<file path="src/rtl/vsw_pkg.sv">
// Shared types and constants for the frame-synchronous video source switch.
package vsw_pkg;

   typedef enum logic [1:0] {
      VSW_RUN      = 2'd0,
      VSW_WAIT_EOF = 2'd1,
      VSW_BLANK    = 2'd2
   } vsw_state_e;

   localparam int unsigned FRAME_CNT_W = 16;

endpackage

</file>
<file path="src/rtl/video_src_switch_if.sv">
// RGB + sync video bundle carrying N streams of DW-bit colour components.
// Stream k occupies [k*DW +: DW] of r/g/b and bit k of each timing vector.
interface video_src_switch_if #(
   parameter int unsigned N  = 1,
   parameter int unsigned DW = 8
);
   logic [N*DW-1:0] r;
   logic [N*DW-1:0] g;
   logic [N*DW-1:0] b;
   logic [N-1:0]    hsync;
   logic [N-1:0]    vsync;
   logic [N-1:0]    line_valid;
   logic [N-1:0]    frame_valid;

   modport master (output r, g, b, hsync, vsync, line_valid, frame_valid);
   modport slave  (input  r, g, b, hsync, vsync, line_valid, frame_valid);
endinterface

</file>
<file path="src/rtl/vsw_ctrl.sv">
// Switch controller: RUN / WAIT_EOF / BLANK FSM, active and pending selects,
// blank-frame counter. Optional watchdog built only with VSW_WATCHDOG_EN.
module vsw_ctrl
   import vsw_pkg::*;
#(
   parameter int unsigned NUM_SRC      = 8,
   parameter int unsigned SEL_W        = 4,
   parameter int unsigned BLANK_FRAMES = 1,
   parameter int unsigned TIMEOUT_CYC  = 4194304
) (
   input  logic             clk,
   input  logic             rst,
   input  logic [SEL_W-1:0] sel,
   input  logic             fv_active,
   input  logic             fv_pending,
   output logic [SEL_W-1:0] active_sel,
   output logic [SEL_W-1:0] pending_sel,
   output logic             blank,
   output logic             switching
);

   localparam logic [15:0] BLANK_LIM = 16'(BLANK_FRAMES);

   vsw_state_e       state_q, state_d;
   logic [SEL_W-1:0] active_q, active_d;
   logic [SEL_W-1:0] pending_q, pending_d;
   logic [15:0]      blank_cnt_q, blank_cnt_d;
   logic             fv_prev_q, fv_prev_d;
   logic             switching_q;
   logic             commit;
   logic             sel_ok;
   logic             eof;
`ifdef VSW_WATCHDOG_EN
   logic [31:0]      wd_q, wd_d;
`endif

   assign sel_ok = 32'(sel) < NUM_SRC;
   assign eof    = fv_prev_q & ~fv_active;

   // Next-state logic: switch request, cancel, commit and blank-frame accounting.
   always_comb begin
      state_d     = state_q;
      active_d    = active_q;
      pending_d   = pending_q;
      blank_cnt_d = blank_cnt_q;
      commit      = 1'b0;
      case (state_q)
         VSW_RUN: begin
            if (sel_ok && (sel != active_q)) begin
               pending_d = sel;
               state_d   = VSW_WAIT_EOF;
            end
         end
         VSW_WAIT_EOF: begin
            if (sel == active_q) begin
               state_d = VSW_RUN;
            end else begin
               if (!fv_active && !fv_pending) commit = 1'b1;
`ifdef VSW_WATCHDOG_EN
               if (wd_q == 32'(TIMEOUT_CYC - 1)) commit = 1'b1;
`endif
               if (commit) begin
                  active_d    = pending_q;
                  blank_cnt_d = '0;
                  state_d     = (BLANK_FRAMES > 0) ? VSW_BLANK : VSW_RUN;
               end else if (sel_ok) begin
                  pending_d = sel;
               end
            end
         end
         VSW_BLANK: begin
            if (blank_cnt_q == BLANK_LIM) begin
               state_d = VSW_RUN;
            end else if (eof) begin
               blank_cnt_d = blank_cnt_q + 16'd1;
            end
         end
         default: state_d = VSW_RUN;
      endcase
      // A watchdog commit can leave the old source mid-frame; never carry its FV across.
      fv_prev_d = commit ? 1'b0 : fv_active;
   end

`ifdef VSW_WATCHDOG_EN
   // Watchdog counts cycles spent in WAIT_EOF and is zero on every entry.
   assign wd_d = (state_q == VSW_WAIT_EOF) ? wd_q + 32'd1 : 32'd0;
`endif

   // State and select registers with synchronous reset.
   always_ff @(posedge clk) begin
      if (rst) begin
         state_q     <= VSW_RUN;
         active_q    <= '0;
         pending_q   <= '0;
         blank_cnt_q <= '0;
         fv_prev_q   <= 1'b0;
         switching_q <= 1'b0;
`ifdef VSW_WATCHDOG_EN
         wd_q        <= '0;
`endif
      end else begin
         state_q     <= state_d;
         active_q    <= active_d;
         pending_q   <= pending_d;
         blank_cnt_q <= blank_cnt_d;
         fv_prev_q   <= fv_prev_d;
         switching_q <= (state_d != VSW_RUN);
`ifdef VSW_WATCHDOG_EN
         wd_q        <= wd_d;
`endif
      end
   end

   assign active_sel  = active_q;
   assign pending_sel = pending_q;
   assign blank       = (state_q == VSW_BLANK);
   assign switching   = switching_q;

endmodule

</file>
<file path="src/rtl/video_src_switch.sv">
// Frame-synchronous video source selector: wide source muxes, one-cycle output
// register with blanking, and output frame counter. Optional watchdog inside
// the controller is enabled by defining VSW_WATCHDOG_EN.
module video_src_switch
   import vsw_pkg::*;
#(
   parameter int unsigned NUM_SRC      = 8,
   parameter int unsigned DW           = 8,
   parameter int unsigned SEL_W        = 4,
   parameter int unsigned BLANK_FRAMES = 1,
   parameter int unsigned TIMEOUT_CYC  = 4194304
) (
   input  logic                   clk,
   input  logic                   rst,
   video_src_switch_if.slave      src,
   video_src_switch_if.master     sink,
   input  logic [SEL_W-1:0]       sel,
   output logic [SEL_W-1:0]       active_sel,
   output logic                   switching,
   output logic [FRAME_CNT_W-1:0] frame_cnt
);

   logic [SEL_W-1:0]       pending_sel;
   logic                   blank;
   logic [DW-1:0]          mux_r, mux_g, mux_b;
   logic                   mux_hs, mux_vs, mux_lv, mux_fv;
   logic                   fv_pending;
   logic                   fv_next;
   logic [FRAME_CNT_W-1:0] frame_cnt_q;

   vsw_ctrl #(
      .NUM_SRC      (NUM_SRC),
      .SEL_W        (SEL_W),
      .BLANK_FRAMES (BLANK_FRAMES),
      .TIMEOUT_CYC  (TIMEOUT_CYC)
   ) u_ctrl (
      .clk         (clk),
      .rst         (rst),
      .sel         (sel),
      .fv_active   (mux_fv),
      .fv_pending  (fv_pending),
      .active_sel  (active_sel),
      .pending_sel (pending_sel),
      .blank       (blank),
      .switching   (switching)
   );

   // Select the active source's pixel/timing and the pending source's frame valid.
   always_comb begin
      mux_r      = '0;
      mux_g      = '0;
      mux_b      = '0;
      mux_hs     = 1'b0;
      mux_vs     = 1'b0;
      mux_lv     = 1'b0;
      mux_fv     = 1'b0;
      fv_pending = 1'b0;
      for (int k = 0; k < NUM_SRC; k++) begin
         if (active_sel == SEL_W'(k)) begin
            mux_r  = src.r[k*DW +: DW];
            mux_g  = src.g[k*DW +: DW];
            mux_b  = src.b[k*DW +: DW];
            mux_hs = src.hsync[k];
            mux_vs = src.vsync[k];
            mux_lv = src.line_valid[k];
            mux_fv = src.frame_valid[k];
         end
         if (pending_sel == SEL_W'(k)) fv_pending = src.frame_valid[k];
      end
   end

   assign fv_next = mux_fv & ~blank;

   // Output register; blanking zeroes colour and valids but keeps syncs running.
   always_ff @(posedge clk) begin
      if (rst) begin
         sink.r           <= '0;
         sink.g           <= '0;
         sink.b           <= '0;
         sink.hsync       <= '0;
         sink.vsync       <= '0;
         sink.line_valid  <= '0;
         sink.frame_valid <= '0;
      end else begin
         sink.r           <= blank ? '0 : mux_r;
         sink.g           <= blank ? '0 : mux_g;
         sink.b           <= blank ? '0 : mux_b;
         sink.hsync[0]    <= mux_hs;
         sink.vsync[0]    <= mux_vs;
         sink.line_valid[0]  <= mux_lv & ~blank;
         sink.frame_valid[0] <= fv_next;
      end
   end

   // Count output frame ends; bumps on the same edge the registered FV falls.
   always_ff @(posedge clk) begin
      if (rst) begin
         frame_cnt_q <= '0;
      end else if (sink.frame_valid[0] && !fv_next) begin
         frame_cnt_q <= frame_cnt_q + 1'b1;
      end
   end

   assign frame_cnt = frame_cnt_q;

endmodule

</file>
<file path="src/flat_wrapper.sv">
// flat-port wrapper written by rule: the top's interface ports become plain ports
module video_src_switch_flat import vsw_pkg::*;
#(
   parameter int unsigned NUM_SRC      = 8,
   parameter int unsigned DW           = 8,
   parameter int unsigned SEL_W        = 4,
   parameter int unsigned BLANK_FRAMES = 1,
   parameter int unsigned TIMEOUT_CYC  = 4194304
)
  (clk, rst, sel, active_sel, switching, frame_cnt, src_r, src_g, src_b, src_hsync, src_vsync, src_line_valid, src_frame_valid, sink_r, sink_g, sink_b, sink_hsync, sink_vsync, sink_line_valid, sink_frame_valid);
  video_src_switch_if #(.N(NUM_SRC), .DW(DW)) src_i ();
  video_src_switch_if #(.N(1), .DW(DW)) sink_i ();
  input  logic clk;
  input  logic rst;
  input  logic [SEL_W-1:0] sel;
  output logic [SEL_W-1:0] active_sel;
  output logic switching;
  output logic [FRAME_CNT_W-1:0] frame_cnt;
  input wire logic [$bits(src_i.r)-1:0] src_r;
  input wire logic [$bits(src_i.g)-1:0] src_g;
  input wire logic [$bits(src_i.b)-1:0] src_b;
  input wire logic [$bits(src_i.hsync)-1:0] src_hsync;
  input wire logic [$bits(src_i.vsync)-1:0] src_vsync;
  input wire logic [$bits(src_i.line_valid)-1:0] src_line_valid;
  input wire logic [$bits(src_i.frame_valid)-1:0] src_frame_valid;
  output wire logic [$bits(sink_i.r)-1:0] sink_r;
  output wire logic [$bits(sink_i.g)-1:0] sink_g;
  output wire logic [$bits(sink_i.b)-1:0] sink_b;
  output wire logic [$bits(sink_i.hsync)-1:0] sink_hsync;
  output wire logic [$bits(sink_i.vsync)-1:0] sink_vsync;
  output wire logic [$bits(sink_i.line_valid)-1:0] sink_line_valid;
  output wire logic [$bits(sink_i.frame_valid)-1:0] sink_frame_valid;
  assign src_i.r = src_r;
  assign src_i.g = src_g;
  assign src_i.b = src_b;
  assign src_i.hsync = src_hsync;
  assign src_i.vsync = src_vsync;
  assign src_i.line_valid = src_line_valid;
  assign src_i.frame_valid = src_frame_valid;
  assign sink_r = sink_i.r;
  assign sink_g = sink_i.g;
  assign sink_b = sink_i.b;
  assign sink_hsync = sink_i.hsync;
  assign sink_vsync = sink_i.vsync;
  assign sink_line_valid = sink_i.line_valid;
  assign sink_frame_valid = sink_i.frame_valid;
  video_src_switch #(.NUM_SRC(NUM_SRC), .DW(DW), .SEL_W(SEL_W), .BLANK_FRAMES(BLANK_FRAMES), .TIMEOUT_CYC(TIMEOUT_CYC)) u_core (.clk(clk), .rst(rst), .src(src_i), .sink(sink_i), .sel(sel), .active_sel(active_sel), .switching(switching), .frame_cnt(frame_cnt));
endmodule
</file>
<file path="config.mk">
export PLATFORM = sky130hd
export DESIGN_NAME = video_src_switch_flat
export DESIGN_NICKNAME = d
export VERILOG_FILES = /design/src/rtl/vsw_pkg.sv /design/src/rtl/video_src_switch_if.sv /design/src/rtl/vsw_ctrl.sv /design/src/rtl/video_src_switch.sv /design/src/flat_wrapper.sv
export SDC_FILE = /design/constraint.sdc
export NUM_CORES = 1
export LEC_CHECK = 0
export CORE_MARGIN = 5
export CORE_UTILIZATION = 41
export DETAILED_ROUTE_END_ITERATION = 8
export PLACE_DENSITY = 0.87
export SYNTH_ARGS = -nofsm -noshare
export SYNTH_HDL_FRONTEND = slang
export SYNTH_SLANG_ARGS = --single-unit
</file>
<file path="constraint.sdc">
create_clock -name clk -period 5.8 [get_ports clk]
set_input_delay 1.16 -clock clk [delete_from_list [all_inputs] [get_ports clk]]
set_output_delay 1.16 -clock clk [all_outputs]
set_load 0.02 [all_outputs]
</file>
==> flow_metrics.tcl <==
set metrics [dict create \
    p_int_w 0.00111 \
    syn_nets 803 \
    cp_data_required_time_ns 6.01 \
    synth-async-reset-ratio_pct 0 \
    power.density_nw_per_um2 189 \
    ctsLongestPathBuffers 2 \
    syn-cell-area_um2 4650 \
    ir_worst_vdd_mv 0.125 \
    outcome "finished, final reports clean" \
    tns_ns 0 \
    grt_pass1_vias 5893 \
    synth.top_cells.by_area "dfxtp_1 (31%), mux2i_1 (9.3%), a21oi_1 (6.0%)" \
    hold_viol 0 \
    netlist_instances 570 \
    wirelength_um 20900 \
    drcViolationCount 0 \
    yosys.area.top_type_share_pct 31.0 \
    whs_path_depth 2 \
    synth-edff-count 0 \
    dieArea_um2 13600 \
    arrival_ns 3.47 \
    ys_ff_latch 72 \
    io_buffers 278 \
    comb_power_share_pct 23.3 \
    dieWidth_um 116 \
    regToRegSetupSlack_ns 2.63 \
    cts.sinks 72 \
    holdCritPathClass "flop to flop" \
    num_rows 38 \
    core_area_um2 11000 \
    cts_setup_buffers 0 \
    mostFrequentLayoutCell "clkdlybuf4s50_1" \
    antenna_found_initial 0 \
    finalNonFillerCells 968 \
    grt_pass1_wl_um 30600 \
    fin_nets 1054 \
    start_kind "primary input" \
    power.leakage_nw 2.73 \
    place_congestion 0.935 \
    cts-root-buf "clkbuf_16" \
    p_sw_w 0.000354 \
    grt_max_degree 48 \
    grtUsageTotal_pct 29.5 \
    cts_hold_buf 0 \
    skew_ns 0.00770 \
    dp_cells 950 \
    slew_headroom_pct 19.8 \
    holdWs_ns 0.484 \
    power.share.clock_pct 40.8 \
    drt_pre_antenna_iters 6 \
    vias 5729 \
    start_util_pct 42.3 \
    clk_latency_ns 0.33 \
    drive_gt1_share_pct 6.78 \
    yosysSeqAreaShare_pct 31.0 \
    reg2reg_depth 7 \
    rsz0062_at_grt "no" \
    avgSynthCellArea_um2 8.15 \
    overflow 0 \
    cts_buffers 9 \
    syn2layout_area_growth_pct 67.5 \
    worstMarginPinSlew_ns 1.20 \
    clk_pin_slew_ns 0.06 \
    period_minus_slack_ns 3.25 \
    drt_iter0_drc 609 \
    drv_slew 0 \
    p_sw_share_pct 24.2 \
    htree_levels 3 \
    worstSetupPathType "primary input to flop" \
    critPathMaxFanout 19 \
    setup_viol 0 \
    power_frac_seq_pct 35.9 \
    synth-main-ff-cell "dfxtp_1" \
    synth.distinct_cells 56 \
    yosysTopAreaCell "dfxtp_1" \
    vias_per_cell 5.92 \
    dpl.hpwl_um 16600 \
    fin_crit_sh_pct 56.1 \
    worstSetupEndpointType "flop" \
    die_h_um 116 \
    max_freq_mhz 307 \
    final_cell_mix "clkdlybuf4s50_1 (278), nor2_1 (72), dfxtp_1 (71), a21oi_1 (56), mux2i_1 (43)" \
    yosysWarnings 0 \
    drv_cap 0 \
    cts_tree "built" \
    cts_resized 0 \
    drt.antenna.violating_nets 0 \
    io_pins 279 \
    wl_per_cell_um 21.6 \
]
## metal layers
layer  wire, um  global-route usage, %  share of wire (%)
met1       7500                   32.0                 36
met2      11200                   55.1                 54
met3       1520                   6.68                7.3
met4        647                   11.3                3.1
met5          0                      0                  0
## power groups by stage
stage	logic [W]	clock network (W)	registers, W
finish	0.000341	0.000599	0.000527
global route	0.000362	0.000626	0.000529
CTS	0.000341	0.000603	0.000527
detailed placement	0.000338	0	0.000537
global placement	0.000330	0	0.000537
floorplan	0.000102	0	0.000554
## critical path, stage by stage
cell             delay, ns
clkdlybuf4s50_1       0.52
mux2i_1               0.08
o21ai_0               0.32
o211ai_4              0.20
a21boi_2              0.72
nor4_1                0.15
mux2_2                0.31
## state kept, by name, summed over array words and instances, names as in the netlist
signal	flops
u_core.frame_cnt	16
u_core.u_ctrl.blank_cnt_q	16
u_core.u_ctrl.switching	1
u_core.sink.r	8
u_core.u_ctrl.state_q	2
u_core.sink.vsync	1
u_core.u_ctrl.fv_prev_q	1
u_core.u_ctrl.active_sel	4
u_core.sink.frame_valid	1
u_core.sink.line_valid	1
u_core.sink.g	8
u_core.sink.b	8
u_core.u_ctrl.pending_sel	4
u_core.sink.hsync	1
## area by class of cell
| type | count | area (um2) |
|---|---|---|
| Antenna cell | 2 | 5.00 |
| Multi-Input combinational cell | 438 | 2930 |
| Tap cell | 140 | 175 |
| Inverter | 12 | 45.0 |
| Timing Repair Buffer | 288 | 2860 |
| Sequential cell | 72 | 1440 |
| Fill cell | 849 | 3200 |
| Clock inverter | 5 | 78.8 |
| Clock buffer | 11 | 243 |
## through the flow
stage / setup WS (ns) / util, % / instance area [um2] / power (W)
floorplan: 2.99 / - / 4650 / 0.000656
global placement: 2.38 / 67.9 / 7450 / 0.000866
detailed placement: 2.25 / 67.9 / 7450 / 0.000876
CTS: 2.57 / 70.8 / 7780 / 0.00147
global route: 2.38 / 70.8 / 7780 / 0.00152
finish: 2.55 / 70.8 / 7780 / 0.00147
## cells in the mapped netlist (2+ instances only)
library cell,number
a21oi_1,56
nor3_1,9
a31oi_1,5
nor2b_1,12
mux2_2,13
nand4_1,4
mux4_2,4
buf_4,6
o22ai_1,23
buf_2,8
nor4b_1,5
a222oi_1,3
a221oi_1,22
and2_1,3
or4_1,6
and3b_1,2
and4_1,3
buf_1,2
ha_1,3
o21ai_0,7
and3_1,3
clkbuf_1,29
nand3_1,10
xnor2_1,4
inv_1,11
nand2b_1,13
or3_1,4
buf_6,3
nand2_1,32
a211oi_1,21
a22oi_1,8
nand3b_1,2
nor4_1,21
o31ai_1,5
mux2i_1,43
dfxtp_1,72
nor2_1,74
## kinds of logic (layout without fill, tap and decap cells)
| family | count (synthesis) | after routing | synth area share [%] |
|---|---|---|---|
| AO/OA/AOI/OAI | 161 | 161 | 23.8 |
| flip-flops | 72 | 72 | 31.0 |
| XOR/XNOR | 4 | 4 | 0.754 |
| AND/OR/NAND/NOR | 210 | 210 | 23.2 |
| adder cells (fa/ha/maj) | 3 | 3 | 0.808 |
| multiplexers | 60 | 60 | 14.4 |
| other | 0 | 2 | 0 |
| buffers and inverters | 60 | 316 | 6.03 |
## worst paths after layout
path | start | end
setup reg to reg | u_core.u_ctrl.active_sel[1]$_SDFFE_PP0P_ | u_core.sink.r[1]$_SDFF_PP0_
hold reg to reg | u_core.u_ctrl.blank_cnt_q[15]$_SDFFE_PP0P_ | u_core.u_ctrl.blank_cnt_q[15]$_SDFFE_PP0P_
hold / removal | u_core.u_ctrl.blank_cnt_q[15]$_SDFFE_PP0P_ | u_core.u_ctrl.blank_cnt_q[15]$_SDFFE_PP0P_
setup / recovery | src_frame_valid[6] | u_core.frame_cnt[7]$_SDFFE_PP0P_
Note: power is estimated with default switching activity, not from simulation.
